--- config.mk ---
export PLATFORM = sky130hd
export DESIGN_NAME = slave_rx_port
export DESIGN_NICKNAME = d
export VERILOG_FILES = /design/src/rtl/slave_rx_pkg.sv /design/src/rtl/serial_shift_in.sv /design/src/rtl/slave_rx_port.sv
export SDC_FILE = /design/constraint.sdc
export NUM_CORES = 1
export LEC_CHECK = 0
export BUFFER_PORTS_ARGS = -buffer_cell sky130_fd_sc_hd__buf_2
export CAP_MARGIN = 20
export CELL_PAD_IN_SITES_DETAIL_PLACEMENT = 0
export CELL_PAD_IN_SITES_GLOBAL_PLACEMENT = 1
export CORE_MARGIN = 1
export CORE_UTILIZATION = 46
export CTS_CLUSTER_DIAMETER = 30
export DETAILED_ROUTE_END_ITERATION = 10
export PLACE_DENSITY_LB_ADDON = 0.1
export SETUP_SLACK_MARGIN = 0.3
export SLEW_MARGIN = 20
export SYNTH_ARGS = -nofsm -noshare
export SYNTH_HDL_FRONTEND = slang
export SYNTH_SLANG_ARGS = --single-unit
export TNS_END_PERCENT = 30
--- constraint.sdc ---
create_clock -name clk -period 3.21 [get_ports clk]
set_input_delay 0.4815 -clock clk [delete_from_list [all_inputs] [get_ports clk]]
set_output_delay 0.4815 -clock clk [all_outputs]
set_load 0.02 [all_outputs]
--- src/rtl/slave_rx_pkg.sv ---
// slave_rx_pkg: state encoding, latched transfer mode and default sizes for slave_rx_port
package slave_rx_pkg;
    localparam int DEF_ADDR_WIDTH  = 12;
    localparam int DEF_DATA_WIDTH  = 8;
    localparam int DEF_BURST_WIDTH = 8;
    localparam int DEF_GAP_CYCLES  = 4;
    typedef enum logic [2:0] {IDLE, ADDR, WR_DATA, WR_WAIT, RD_WAIT, DONE} state_t;
    typedef enum logic [1:0] {MODE_NONE, MODE_RD, MODE_WR} mode_t;
endpackage

--- src/rtl/serial_shift_in.sv ---
// serial_shift_in: register filled one indexed bit per enabled cycle, with whole-word increment
module serial_shift_in #(
    parameter int WIDTH = 8,
    parameter int IW    = WIDTH > 1 ? $clog2(WIDTH) : 1
) (
    input  logic             clk,
    input  logic             reset_n,
    input  logic             en,
    input  logic             inc,
    input  logic [IW-1:0]    idx,
    input  logic             din,
    output logic [WIDTH-1:0] value
);
    always_ff @(posedge clk or negedge reset_n)
        if (!reset_n) value <= '0;
        else if (inc) value <= value + WIDTH'(1);
        else if (en) value[idx] <= din;
endmodule

--- src/rtl/slave_rx_port.sv ---
// slave_rx_port: receives a serial LSB-first address (and write data), then sequences
// write beats on master handshakes or read beats paced by a minimum gap and master_ready.
module slave_rx_port
    import slave_rx_pkg::*;
#(
    parameter int ADDR_WIDTH  = DEF_ADDR_WIDTH,
    parameter int DATA_WIDTH  = DEF_DATA_WIDTH,
    parameter int BURST_WIDTH = DEF_BURST_WIDTH,
    parameter int GAP_CYCLES  = DEF_GAP_CYCLES
) (
    input  logic                   clk,
    input  logic                   reset_n,
    input  logic                   rx_address,
    input  logic                   rx_data,
    input  logic                   master_valid,
    input  logic                   read_en,
    input  logic                   write_en,
    input  logic [BURST_WIDTH-1:0] burst_len,
    input  logic                   master_ready,
    output logic                   slave_ready,
    output logic [ADDR_WIDTH-1:0]  address,
    output logic [DATA_WIDTH-1:0]  data,
    output logic                   rx_done,
    output logic                   read_en_in,
    output logic                   write_en_in,
    output logic [BURST_WIDTH-1:0] beat_count,
    output logic                   proto_err
);
    localparam int AIW = ADDR_WIDTH > 1 ? $clog2(ADDR_WIDTH) : 1;
    localparam int DIW = DATA_WIDTH > 1 ? $clog2(DATA_WIDTH) : 1;
    localparam int GW  = $clog2(GAP_CYCLES + 1);

    state_t state, next_state;
    mode_t mode;
    logic [AIW-1:0] bit_cnt, a_idx;
    logic [DIW-1:0] d_idx;
    logic [BURST_WIDTH-1:0] burst_q;
    logic [GW-1:0] gap_cnt;
    logic hs, legal, start, beat_start, last, gap_done, rd_go, a_en, a_inc, d_en;

    assign slave_ready = state == IDLE || state == WR_WAIT;
    assign hs          = master_valid && slave_ready;
    assign legal       = read_en ^ write_en;
    assign start       = state == IDLE && hs && legal;
    assign beat_start  = state == WR_WAIT && hs;
    assign last        = beat_count == burst_q;
    assign gap_done    = gap_cnt == GW'(GAP_CYCLES);
    assign rd_go       = state == RD_WAIT && gap_done && master_ready;
    assign rx_done     = state == DONE;
    assign read_en_in  = rx_done && mode == MODE_RD;
    assign write_en_in = rx_done && mode == MODE_WR;

    // Bit 0 of each serial word is taken on the handshake itself, so the counter starts at 1.
    assign a_en  = start || state == ADDR;
    assign a_idx = state == ADDR ? bit_cnt : '0;
    assign a_inc = beat_start || rd_go;
    assign d_en  = (start && write_en) || beat_start || state == WR_DATA ||
                   (state == ADDR && mode == MODE_WR && 32'(bit_cnt) < DATA_WIDTH);
    assign d_idx = state == IDLE || state == WR_WAIT ? '0 : DIW'(bit_cnt);

    serial_shift_in #(.WIDTH(ADDR_WIDTH), .IW(AIW)) u_addr (
        .clk(clk), .reset_n(reset_n), .en(a_en), .inc(a_inc),
        .idx(a_idx), .din(rx_address), .value(address)
    );

    serial_shift_in #(.WIDTH(DATA_WIDTH), .IW(DIW)) u_data (
        .clk(clk), .reset_n(reset_n), .en(d_en), .inc(1'b0),
        .idx(d_idx), .din(rx_data), .value(data)
    );

    always_ff @(posedge clk or negedge reset_n)
        if (!reset_n) state <= IDLE;
        else state <= next_state;

    always_comb begin
        next_state = state;
        case (state)
            IDLE:    if (start) next_state = ADDR_WIDTH == 1 ? DONE : ADDR;
            ADDR:    if (bit_cnt == AIW'(ADDR_WIDTH - 1)) next_state = DONE;
            WR_WAIT: if (hs) next_state = DATA_WIDTH == 1 ? DONE : WR_DATA;
            WR_DATA: if (bit_cnt == AIW'(DATA_WIDTH - 1)) next_state = DONE;
            RD_WAIT: if (rd_go) next_state = DONE;
            DONE:    next_state = last ? IDLE : mode == MODE_RD ? RD_WAIT : WR_WAIT;
            default: next_state = IDLE;
        endcase
    end

    always_ff @(posedge clk or negedge reset_n)
        if (!reset_n) begin
            mode       <= MODE_NONE;
            bit_cnt    <= '0;
            burst_q    <= '0;
            beat_count <= '0;
            gap_cnt    <= '0;
            proto_err  <= 1'b0;
        end else begin
            proto_err <= state == IDLE && hs && !legal;
            bit_cnt   <= start || beat_start ? AIW'(1) : bit_cnt + AIW'(1);
            // Gap counter saturates so master_ready is honoured only after the quiet period.
            gap_cnt   <= state != RD_WAIT ? '0 : gap_done ? gap_cnt : gap_cnt + GW'(1);
            if (start) begin
                mode       <= write_en ? MODE_WR : MODE_RD;
                burst_q    <= burst_len;
                beat_count <= '0;
            end else if (state == DONE && !last) begin
                beat_count <= beat_count + BURST_WIDTH'(1);
            end
        end
endmodule

=== Word-level counts from Yosys, hierarchy flattened ===
Cells that the tools add are included.

* Flip-flop bits (word level): 49
* Word-level logic and storage cells: 89

* Reduce and logical (&&, ||, !) cells: 28
* Order comparisons: 5
* Equality and inequality tests: 18
* Bitwise logic cells: 1
* Muxes and demuxes: 24
* Add/sub/neg operators: 4

{| class="wikitable"
|+ Operator list
! operator !! number
|-
| $mux W3 || 10
|-
| $mux W12 || 2
|-
| $pmux W3 S6 || 1
|-
| $mux W8 || 2
|-
| $logic_and A1 B1 Y1 || 15
|-
| $add A12 B1 Y12 const B || 1
|-
| $bwmux W12 || 1
|-
| $eq A3 B3 Y1 const B || 3
|-
| $add A8 B1 Y8 const B || 1
|-
| $bwmux W8 || 1
|-
| $eq A8 B8 Y1 || 1
|-
| $mux W4 || 2
|-
| $logic_or A1 B1 Y1 || 7
|-
| $eq A3 B2 Y1 const B || 2
|-
| $ne A2 B1 Y1 const B || 3
|-
| $ne A2 B2 Y1 const B || 3
|-
| $lt A4 B5 Y1 const B || 1
|-
| $reduce_and A5 Y1 || 1
|-
| $add A4 B1 Y4 const B || 1
|-
| $demux W1 S4 || 1
|-
| $eq A4 B3 Y1 const B || 1
|-
| $eq A4 B4 Y1 const B || 1
|-
| $ge A4 B1 Y1 const B || 1
|-
| $lt A3 B4 Y1 const B || 1
|-
| other kinds (14) || 17
|}

=== Depth between registers and ports, before layout ===
Gate-level depths: netlist (run 1).

* Depth in word-level cells: 9
* Mapped depth: 7
* Depth with buffers taken out: 6

=== Hierarchy ===
A second synthesis (run 1) with hierarchy kept.

* Cells, all modules: 316
* Area, all modules: 3109.2 µm²

{| class="wikitable"
|+ Modules (own cells, without submodules)
! module !! seq. area each (µm²) !! cells each !! area an instance (µm²) !! times used
|-
| slave_rx_port || 725.7 || 171 || 1642.8 || 1
|-
| serial_shift_in at u_addr || 300.3 || 89 || 869.6 || 1
|-
| serial_shift_in at u_data || 200.2 || 56 || 596.8 || 1
|}

=== Worst setup path before layout (run 1) ===
Ideal clock, no wire load.

* Kind: reg-to-reg
* Start: reg state[1]
* End: reg u_data.value[1]
* Clock period less this slack: 1.936 ns
* Data required time: 3.085 ns
* Data arrival time: 1.811 ns
* Stages on the path, launching flop included: 7
* Buffers on the path: 2
* Library setup time: 0.125 ns
* Path slack: 1.274 ns
* Cells stage by stage: dfrtp_1 -> buf_6 -> or4b_1 -> buf_2 -> o22a_1 -> nor3_1 -> mux2_2

* Cells in the longest elaborated chain, start to end: 9

{| class="wikitable"
|+ Ends and longest elaborated chain
! element !! line !! text
|-
| start: declaration || slave_rx_port.sv:33 || <nowiki>state_t state, next_state;</nowiki>
|-
| start signal: assignment || slave_rx_port.sv:73 || <nowiki>else state <= next_state;</nowiki>
|-
| parallel branches: the longest is 9 deep, another holds $lt A3 B4 Y1 || n/a ||
|-
| end signal: assignment || serial_shift_in.sv:16 || <nowiki>else if (inc) value <= value + WIDTH'(1);</nowiki>
|-
| end signal: indexed assignment || serial_shift_in.sv:17 || <nowiki>else if (en) value[idx] <= din;</nowiki>
|-
| end: declaration || serial_shift_in.sv:12 || <nowiki>output logic [WIDTH-1:0] value</nowiki>
|}

Several ways; the timed one is not identified.
A chain may end at the register's enable or synchronous reset.

=== Worst setup path in the final report (run 1) ===
* Start: reg state[2]
* End: reg bit_cnt[2]

* Cells in the longest elaborated chain, start to end: 7

{| class="wikitable"
|+ Ends and longest elaborated chain
! element !! line !! text
|-
| $eq A3 B2 Y1 or $logic_not A3 Y1 (tied branches) || slave_rx_port.sv:41, slave_rx_port.sv:45, slave_rx_port.sv:44 ||
|-
| $logic_or A1 B1 Y1 || slave_rx_port.sv:41 || <nowiki>assign slave_ready = state == IDLE || state == WR_WAIT;</nowiki>
|-
| $logic_and A1 B1 Y1 || slave_rx_port.sv:42 || <nowiki>assign hs = master_valid && slave_ready;</nowiki>
|-
| $logic_and A1 B1 Y1 (2 in a row) || slave_rx_port.sv:44 || <nowiki>assign start = state == IDLE && hs && legal;</nowiki>
|-
| $logic_or A1 B1 Y1 (*) || slave_rx_port.sv:98 || <nowiki>bit_cnt <= start || beat_start ? AIW'(1) : bit_cnt + AIW'(1);</nowiki>
|-
| $mux W4 (*) || slave_rx_port.sv:98 ||
|-
| end signal: assignment || slave_rx_port.sv:98 ||
|-
| end: declaration || slave_rx_port.sv:35 || <nowiki>logic [AIW-1:0] bit_cnt, a_idx;</nowiki>
|}

Mark *: on every way between the ends. The rest lies on a longest branch, timed or not.

==> summary.md, run 1 <==
| Metric | Value |
|---|---|
| Die width | 81.0 um |
| P per Cell Area | 962 mW/mm^2 |
| Die footprint | 0.00657 sq mm |
| Grt total ovfl | 0 |
| IO Pins | 49 |
| DRC viols | 0 |
| Arrival @ worst endpoint | 2610 ps |
| Post-detailed-routing wire length | 6610 um |
| Clock H-tree levels | 2 |
| Seq/Total Area, Yosys | 0.427 |
| Root Buffer | clkbuf_8 |
| Max IR drop VDD | 0.402 mV |
| All-Layer GR Usage | 0.223 |
| CP Data Required Time | 3400 ps |
| Synth Register Bits | 49 |
| Pre-antenna DRT Iters | 4 |
| Post-Route Utilization | 0.538 |
| Period utilization | 0.755 |
| Final Hold Viols | 0 |
| Slowest stage delay, CP | 650 ps |
| Initial antenna violation count | 0 |
| WS Path Type | flip-flop to flip-flop |
| RSZ-0062 raised after global routing | no |
| Fillers | 593 |
| Routed len/inst | 15.4 um |
| Post-CTS setup repair buffer count | 0 |
| First-pass GRT wire length | 11100 um |
| Post-synth net total | 336 |
| Share of layout cells above drive strength 1 | 0.203 |
| Crit-path cells | nor4b_1 > nand2_1 > o21ai_0 > nor2_1 |
| Final antenna-violating net count | 0 |
| Placed cells | 422 |
| Post-Syn Instances | 315 |
| Worst reg2reg endpoint | bit_cnt[2] |
| Core Footprint | 0.00599 sq mm |
| Leak | 1.43 nW |
| Slowest stage cell, crit path | nor4b_1 |
| CP startpoint kind | flip-flop |
| Dpl hpwl | 4750 um |
| Commonest non-fill, non-tap cell in the layout | dfrtp_1 |
| CP startpoint | state[2] |
| PortBufs | 48 |
| Fin cells | 430 |
| Primary FF master, synth | dfrtp_1 |
| Final TNS setup | 0 ps |
| CTS clock-pin slew for the worst setup and hold paths | 100 ps |
| Worst Hold Class | input port to asynchronous set/reset pin |
| Syn-to-layout area delta | 12.1% |
| Setup Skew | 6.43 ps |
| Starting density of the core | 0.480 |
| Top post-synthesis cells by area | dfrtp_1, nand2_1, mux2i_1 |
| Worst Max-Slew Pin Slew | 883 ps |
| Max Cap Violations | 0 |
| DR iter-0 viols | 138 |
| Synth Cell Area | 0.00287 sq mm |
| Yosys cell types | 53 |
| Tmin final | 2420 ps |
| Avg Cell Area, Syn | 9.12 sq um |
| DR vias | 2465 |
| Worst reg-to-reg setup slack | 790 ps |
| Total power | 3.10 mW |
| Top-area cell type share of the netlist area | 0.427 |
| R2R depth | 4 |
| Final Max Tran Viols | 0 |
| # hold bufs at CTS | 0 |
| Slew Limit Headroom | 0.403 |
| Clock latency on the worst-skew pair | 310 ps |
| Fraction of registers with async set/reset | 1.00 |
| Final setup vio count | 0 |
| Yosys warns | 0 |
| Resized Gates After CTS | 0 |
| CTS tree | yes |
| Setup crit end kind | flip-flop |
| Rows | 28 |
| Clock Path Buffers | 2 |
| Status | complete, no violations |
| Nets | 375 |
| Num CTS Buffers | 5 |
| Most frequent cells in the layout | dfrtp_1, nand2_1, buf_2, nor2_1, o21ai_0 |
| Number of synthesized flops with an enable pin | 0 |
| Largest net degree at the start of global routing | 32 |
| Vias in the first global route | 2234 |
| Leading area contributor after synthesis | dfrtp_1 |
| Critical-path maximum fanout | 22 |
| Final Wtd Congestion | 0.795 |
| Fmax | 413 MHz |
| Clk sink count | 49 |
| # diodes | 0 |
| Avg Vias per Cell | 5.73 |
| Die height | 81.0 um |
| CP endpoint | bit_cnt[2] |
| FF-to-FF Start | state[2] |
worst min-delay path by stage:
stage | slack, ps | depth (start not counted) | to
finish | 200 | 1 | mode[0]
global route | 260 | 1 | beat_count[4]
CTS | 230 | 1 | mode[0]
detailed placement | 490 | 2 | burst_q[5]
global placement | 480 | 2 | burst_q[5]
floorplan | 190 | 0 | beat_count[0]
Yosys cell counts, types with 2 or more instances:
master	n
mux2_2	8
nor2b_1	5
xor2_1	3
o21a_1	4
dfrtp_1	49
buf_1	2
ha_1	5
nand2b_1	9
and4_1	4
a31o_2	2
nor4b_1	3
a211oi_1	5
mux2i_1	9
o211ai_1	7
nand4_1	9
nor2_1	22
o22a_1	2
nand3_1	13
and3_1	2
a21oi_1	7
buf_2	6
nor3_1	11
o21ai_0	14
o22ai_2	2
a31oi_1	8
nand2_1	48
nor3b_1	2
nand3b_1	2
inv_1	7
o31a_1	3
a221oi_1	2
clkbuf_1	8
and2_1	3
xnor2_1	10
state kept, by name (all words and copies together) (netlist names):
register,flops
beat_count,8
bit_cnt,4
burst_q,8
gap_cnt,3
mode,2
proto_err,1
state,3
u_addr.value,12
u_data.value,8
cell type report:
class,instances,area [sq um],area share
clock buffers,5,68.8,0.0214
flip-flops and latches,49,1230,0.380
well taps,75,93.8,0.0291
inverters,8,30.0,0.00932
multi-input cells,241,1540,0.477
repair buffers,49,248,0.0769
clock inverters,3,17.5,0.00543
per-stage QoR:
stage	hold slack (ps)	setup WS (ps)	area (sq um)
after CTS	226	801	3220
after global placement	484	930	3140
final	204	787	3220
after detailed placement	487	837	3140
after global routing	257	545	3220
after floorplan	186	1270	2870
where the power goes:
part	switching (mW)	total, mW	internal [mW]
clock network	0.219	0.370	0.151
registers	0.376	1.25	0.870
logic	0.873	1.49	0.613
cell families after synthesis:
logic type      synth area share
flops                      0.427
compound gates             0.162
buf+inv                   0.0379
xor+xnor                  0.0396
fa+ha+maj                 0.0218
mux                       0.0627
simple gates               0.250
routing by layer:
metal	GRT usage	wire, um	part of all wire	vias to the layer above
met5	0	0	0	-
li1	-	-	-	1228
met3	0.0416	302	0.046	4
met2	0.321	2890	0.44	64
met4	0.0661	66	0.010	0
met1	0.336	3350	0.51	1169
critical path, delay by kind of cell, from the launching register on:
kind / cells / cell delay (ps)
flip-flops: 1 / 630
AO/OA/AOI/OAI: 1 / 340
AND/OR/NAND/NOR: 3 / 1320
(Power assumes the default switching activity.)
==> run 2: changes to the inputs <==
Settings changed: CORE_UTILIZATION 46 to 38.
Clock period 3.21 ns to 2.2 ns, I/O delays scaled along.
==> run 2 against run 1 <==
Against the previous run:
- the flow now finishes with violations (negative hold slack)
- hold slack lost 210 ps
- combinational power is 76% higher
- final cell count rose by 9.5%
- non-clock buffer count rose by 17
- routed wire length rose by 13%
- clock power is 86% higher
- critical path type unchanged
- register-to-register slack worse by 490 ps
- worst setup slack got worse by 490 ps
==> summary.md, run 2 (synthesis gave the netlist of run 1 again) <==
| Metric | Value |
|---|---|
| Status | finished with violations (was complete, no violations) |
| Failing checks | negative hold slack |
| Max Cap Violations | 0 (unchanged) |
| First-pass GRT wire length | 12000 um (was 11100 um) |
| Die footprint | 0.00791 sq mm (was 0.00657 sq mm) |
| Num CTS Buffers | 5 (unchanged) |
| Tmin final | 1900 ps (was 2420 ps) |
| Psw | 2.31 mW (was 1.47 mW) |
| Grt total ovfl | 0 (unchanged) |
| Avg Vias per Cell | 5.47 (was 5.73) |
| Nets | 392 (was 375) |
| Largest net degree at the start of global routing | 28 (was 32) |
| Crit-path cells | or4b_1 > o22a_1 > nor3_1 > mux2_2 (was nor4b_1 > nand2_1 > o21ai_0 > nor2_1) |
| DR iter-0 viols | 138 (unchanged) |
| Clock H-tree levels | 2 (unchanged) |
| RSZ-0062 raised after global routing | yes (was no) |
| Top reg by flops | u_addr.value (unchanged) |
| P per Cell Area | 1440 mW/mm^2 (was 962 mW/mm^2) |
| Sw Share | 0.463 (was 0.473) |
| Reg power frac | 0.336 (was 0.402) |
| CP startpoint kind | flip-flop (unchanged) |
| WS Path Type | flip-flop to flip-flop (unchanged) |
| Final setup vio count | 0 (unchanged) |
| DR vias | 2575 (was 2465) |
| Final antenna-violating net count | 0 (unchanged) |
| Routed len/inst | 15.8 um (was 15.4 um) |
| Worst Max-Slew Pin Slew | 624 ps (was 883 ps) |
| CTS clock-pin slew for the worst setup and hold paths | 100 ps (about the same) |
| Period utilization | 0.863 (was 0.755) |
| Arrival @ worst endpoint | 2110 ps (was 2610 ps) |
| Pre-antenna DRT Iters | 5 (was 4) |
| PortBufs | 48 (unchanged) |
| Critical-path maximum fanout | 4 (was 22) |
| Final Hold Viols | 3 (was 0) |
| CP Data Required Time | 2410 ps (was 3400 ps) |
| Clk sink count | 49 (unchanged) |
| Setup crit end kind | flip-flop (unchanged) |
| Root Buffer | clkbuf_8 (unchanged) |
| Share of layout cells above drive strength 1 | 0.258 (was 0.203) |
| Final TNS setup | 0 ps (unchanged) |
| Dpl hpwl | 5460 um (was 4750 um) |
| Fin cells | 471 (was 430) |
| Vias in the first global route | 2380 (was 2234) |
| Starting density of the core | 0.394 (was 0.480) |
| Final Max Tran Viols | 0 (unchanged) |
| Die height | 89.0 um (was 81.0 um) |
| Total power | 4.99 mW (was 3.10 mW) |
| Clock Path Buffers | 2 (unchanged) |
| Most frequent cells in the layout | dfrtp_1, nand2_1, buf_2, nor2_1, buf_4 (was dfrtp_1, nand2_1, buf_2, nor2_1, o21ai_0) |
| Dpl ws | 214 ps (was 837 ps) |
| Max IR drop VDD | 0.518 mV (was 0.402 mV) |
| Rows | 31 (was 28) |
| Core Footprint | 0.00729 sq mm (was 0.00599 sq mm) |
| All-Layer GR Usage | 0.201 (was 0.223) |
| Setup Skew | 9.05 ps (was 6.43 ps) |
| Syn-to-layout area delta | 20.2% (was 12.1%) |
| Final Wtd Congestion | 0.861 (was 0.795) |
| Slowest stage delay, CP | 550 ps (was 650 ps) |
| Combinational fraction of design power | 0.525 (was 0.479) |
| Initial antenna violation count | 0 (unchanged) |
| Die width | 89.0 um (was 81.0 um) |
| # diodes | 0 (unchanged) |
| Pint | 2.68 mW (was 1.63 mW) |
| Clk pwr share | 0.138 (was 0.119) |
| Worst Hold Class | input port to asynchronous set/reset pin (unchanged) |
| IO Pins | 49 (unchanged) |
| Clock latency on the worst-skew pair | 310 ps (about the same) |
| DRC viols | 0 (unchanged) |
| # hold bufs at CTS | 0 (unchanged) |
| Setup ws final | 300 ps (was 787 ps) |
| Slew Limit Headroom | 0.583 (was 0.403) |
| Slowest stage cell, crit path | or4b_1 (was nor4b_1) |
| Number of flip-flops in the largest register | 12 (unchanged) |
| Commonest non-fill, non-tap cell in the layout | dfrtp_1 (unchanged) |
| Post-detailed-routing wire length | 7460 um (was 6610 um) |
| Placed cells | 461 (was 422) |
| CTS tree | yes (unchanged) |
| Min Hold Slack | -2.44 ps (was 204 ps) |
| Fmax | 526 MHz (was 413 MHz) |
| Post-Route Utilization | 0.474 (was 0.538) |
| Leak | 1.54 nW (was 1.43 nW) |
## run 2: critical path, delay by kind of cell, from the launching register on
kind	cells	cell delay [ps]
AOI/OAI and AO/OA	1	250
DFF	1	420
muxes	1	360
and+or+nand+nor	2	770
## run 2: timing repair
item,in CTS,in global routing
endpoints found under the hold margin,0,0
endpoints found under the setup margin,3,24
buffers inserted,0,2
gates resized for setup,1,5
## run 2: cell type report
cell class | count | area (sq um)
Fill cell | 768 | 3840
Clock inverter | 3 | 47.5
Timing Repair Buffer | 66 | 388
Sequential cell | 49 | 1230
Multi-Input combinational cell | 241 | 1570
Inverter | 8 | 30.0
Clock buffer | 5 | 68.8
Tap cell | 99 | 124
## run 2: power by group through the flow
stage / combinational [mW] / clock, mW / sequential (mW)
final: 2.62 / 0.690 / 1.68
after floorplan: 1.55 / 0 / 1.85
after CTS: 2.59 / 0.711 / 1.67
after detailed placement: 2.57 / 0 / 1.69
after global routing: 2.89 / 0.735 / 1.74
after global placement: 2.55 / 0 / 1.68
## run 2: final timing paths
kind | from | to | slack [ps] | depth (start not counted)
hold reg to reg | burst_q[5] | burst_q[5] | 510 | 2
setup / recovery | state[2] | u_data.value[3] | 300 | 4
min in group clk | burst_len[1] | burst_q[1] | 210 | 3
hold / removal | reset_n | mode[1] | -2 | 1
setup reg to reg | state[2] | u_data.value[3] | 300 | 4
max in group asynchronous | reset_n | bit_cnt[1] | 1650 | 2
## run 2: routing by layer
layer | global-route usage | share of wire
met5 | 0 | 0
met4 | 0.0447 | 0.010
met3 | 0.0295 | 0.031
met2 | 0.298 | 0.43
met1 | 0.309 | 0.52
## run 2: through the flow
| stage | instance area (sq um) | hold WS, ps |
|---|---|---|
| floorplan | 2880 | 34.4 |
| global placement | 3300 | 356 |
| detailed placement | 3300 | 355 |
| CTS | 3420 | 17.8 |
| global route | 3450 | 35.0 |
| finish | 3450 | -2.44 |
==> run 3: changes to the inputs <==
Settings changed: REMOVE_ABC_BUFFERS from default to 1.
==> run 3 against run 2 <==
Against the previous run:
- the run now ends clean
- global-route usage is 0.25 points higher
- first-iteration DRC count decreased by 33%
- clock power decreased by 0.9%
- power grew 0.78%
- register-to-register slack about the same
- routed wire length down 0.40%
- largest cell class unchanged
- sequential power hardly changed
==> summary.md, run 3 (synthesis gave the netlist of run 1 again) <==
| Metric | Value |
|---|---|
| WS Path Type | flip-flop to output pin (was flip-flop to flip-flop) |
| First-pass GRT wire length | 12300 um (was 12000 um) |
| Rows | 31 (unchanged) |
| Clk pwr share | 0.136 (was 0.138) |
| P per Cell Area | 1430 mW/mm^2 (was 1440 mW/mm^2) |
| Final TNS setup | 0 ps (unchanged) |
| M1 WL | 3530 um (was 3910 um) |
| Clock H-tree levels | 2 (unchanged) |
| Design area | 0.00352 sq mm (was 0.00345 sq mm) |
| Total power | 5.03 mW (was 4.99 mW) |
| Core Footprint | 0.00729 sq mm (unchanged) |
| Final Hold Viols | 0 (was 3) |
| Grt total ovfl | 0 (unchanged) |
| Reg power frac | 0.333 (was 0.336) |
| Pint | 2.76 mW (was 2.68 mW) |
| Met3 wire length | 302 um (was 229 um) |
| Max Cap Violations | 0 (unchanged) |
| Worst Hold Class | input port to asynchronous set/reset pin (unchanged) |
| Status | complete, no violations (was finished with violations) |
| Clock Path Buffers | 2 (unchanged) |
| All-Layer GR Usage | 0.203 (was 0.201) |
| RSZ-0062 raised after global routing | yes (unchanged) |
| Critical-path maximum fanout | 12 (was 4) |
| Routed len/inst | 15.6 um (was 15.8 um) |
| Top reg by flops | u_addr.value (unchanged) |
| CP Data Required Time | 1870 ps (was 2410 ps) |
| Placed inst area | 0.00330 sq mm (about the same) |
| Vias in the first global route | 2479 (was 2380) |
| Leak | 1.55 nW (was 1.54 nW) |
| Root Buffer | clkbuf_8 (unchanged) |
| Sw Share | 0.451 (was 0.463) |
| Initial antenna violation count | 0 (unchanged) |
| Final setup vio count | 0 (unchanged) |
| Largest net degree at the start of global routing | 26 (was 28) |
| DR vias | 2583 (was 2575) |
| Combinational fraction of design power | 0.531 (was 0.525) |
| Die width | 89.0 um (unchanged) |
| Fmax | 530 MHz (was 526 MHz) |
| CP startpoint kind | flip-flop (unchanged) |
| Syn-to-layout area delta | 22.4% (was 20.2%) |
| Post-Route Utilization | 0.482 (was 0.474) |
| # hold bufs at CTS | 0 (unchanged) |
| Setup Skew | 8.49 ps (was 9.05 ps) |
| Fillers | 755 (was 768) |
| IO Pins | 49 (unchanged) |
| CTS tree | yes (unchanged) |
| Post-detailed-routing wire length | 7430 um (was 7460 um) |
| Clock latency on the worst-skew pair | 300 ps (was 310 ps) |
| Share of layout cells above drive strength 1 | 0.277 (was 0.258) |
| Final antenna-violating net count | 0 (unchanged) |
| DR iter-0 viols | 92 (was 138) |
| # diodes | 0 (unchanged) |
| Period utilization | 0.858 (was 0.863) |
| Tmin final | 1890 ps (was 1900 ps) |
| Nets | 396 (was 392) |
| Psw | 2.27 mW (was 2.31 mW) |
| Arrival @ worst endpoint | 1560 ps (was 2110 ps) |
| Dpl hpwl | 5330 um (was 5460 um) |
| Min Hold Slack | 27.2 ps (was -2.44 ps) |
| Num CTS Buffers | 5 (unchanged) |
| PortBufs | 48 (unchanged) |
| Max IR drop VDD | 0.654 mV (was 0.518 mV) |
| CTS clock-pin slew for the worst setup and hold paths | 90 ps (was 100 ps) |
| Avg Vias per Cell | 5.44 (was 5.47) |
| Starting density of the core | 0.394 (unchanged) |
| Most frequent cells in the layout | nand2_1, buf_2, dfrtp_1, nor2_1, buf_4 (was dfrtp_1, nand2_1, buf_2, nor2_1, buf_4) |
| DRC viols | 0 (unchanged) |
| Routed length on met2 | 3540 um (was 3240 um) |
| Worst Max-Slew Pin Slew | 626 ps (was 624 ps) |
| Pre-antenna DRT Iters | 7 (was 5) |
| Uppermost layer routed | met4 (unchanged) |
| Slew Limit Headroom | 0.583 (about the same) |
| Worst reg-to-reg setup slack | 310 ps (was 300 ps) |
| Commonest non-fill, non-tap cell in the layout | nand2_1 (was dfrtp_1) |
| Die height | 89.0 um (unchanged) |
| Clk sink count | 49 (unchanged) |
| Die footprint | 0.00791 sq mm (unchanged) |
| Final Wtd Congestion | 0.809 (was 0.861) |
| Final Max Tran Viols | 0 (unchanged) |
| Setup crit end kind | output pin (was flip-flop) |
| Number of flip-flops in the largest register | 12 (unchanged) |
[run 3: final cells by class]
type,instances,area (sq um),share of cell area
well taps,99,124,0.0352
multi-input cells,242,1600,0.454
flip-flops and latches,49,1230,0.350
inverters,8,31.3,0.00889
clock inverters,1,30.0,0.00854
repair buffers,69,420,0.120
clock buffers,7,86.3,0.0245
[run 3: per-layer routing]
metal	GRT usage	vias up
met5	0	-
met4	0.0462	0
met3	0.0360	4
met2	0.349	66
met1	0.268	1245
li1	-	1268
[run 3: power groups by stage]
stage	clock, mW	sequential [mW]	combinational, mW
global placement	0	1.68	2.54
global route	0.727	1.74	2.98
detailed placement	0	1.69	2.55
CTS	0.704	1.68	2.58
finish	0.684	1.67	2.67
floorplan	0	1.98	1.31
[run 3: worst max-delay path, cell delays in order, from the launching register on]
cell	delay [ps]
dfrtp_2	450
buf_6	150
nand3b_1	270
nor2_1	200
buf_2	190
[run 3: final timing paths]
path / cells past startpoint / to / start
worst min-delay path: 1 / burst_q[0] / reset_n
worst min register to register: 1 / u_data.value[1] / u_data.value[1]
worst max-delay path: 4 / write_en_in / state[1]
max in group asynchronous: 2 / state[1] / reset_n
worst max register to register: 5 / u_addr.value[2] / state[1]
min in group clk: 3 / burst_q[6] / burst_len[6]
[run 3: through the flow]
step,cells,setup slack [ps]
after floorplan,298,113
after global placement,462,279
after detailed placement,462,233
after CTS,471,257
after global routing,475,254
final,475,312
[run 3: repair_timing]
item	CTS	global route
cloned	0	1
resized for setup	5	12
endpoints found under the setup margin	24	19
pin swaps	1	4
setup buffers	1	3
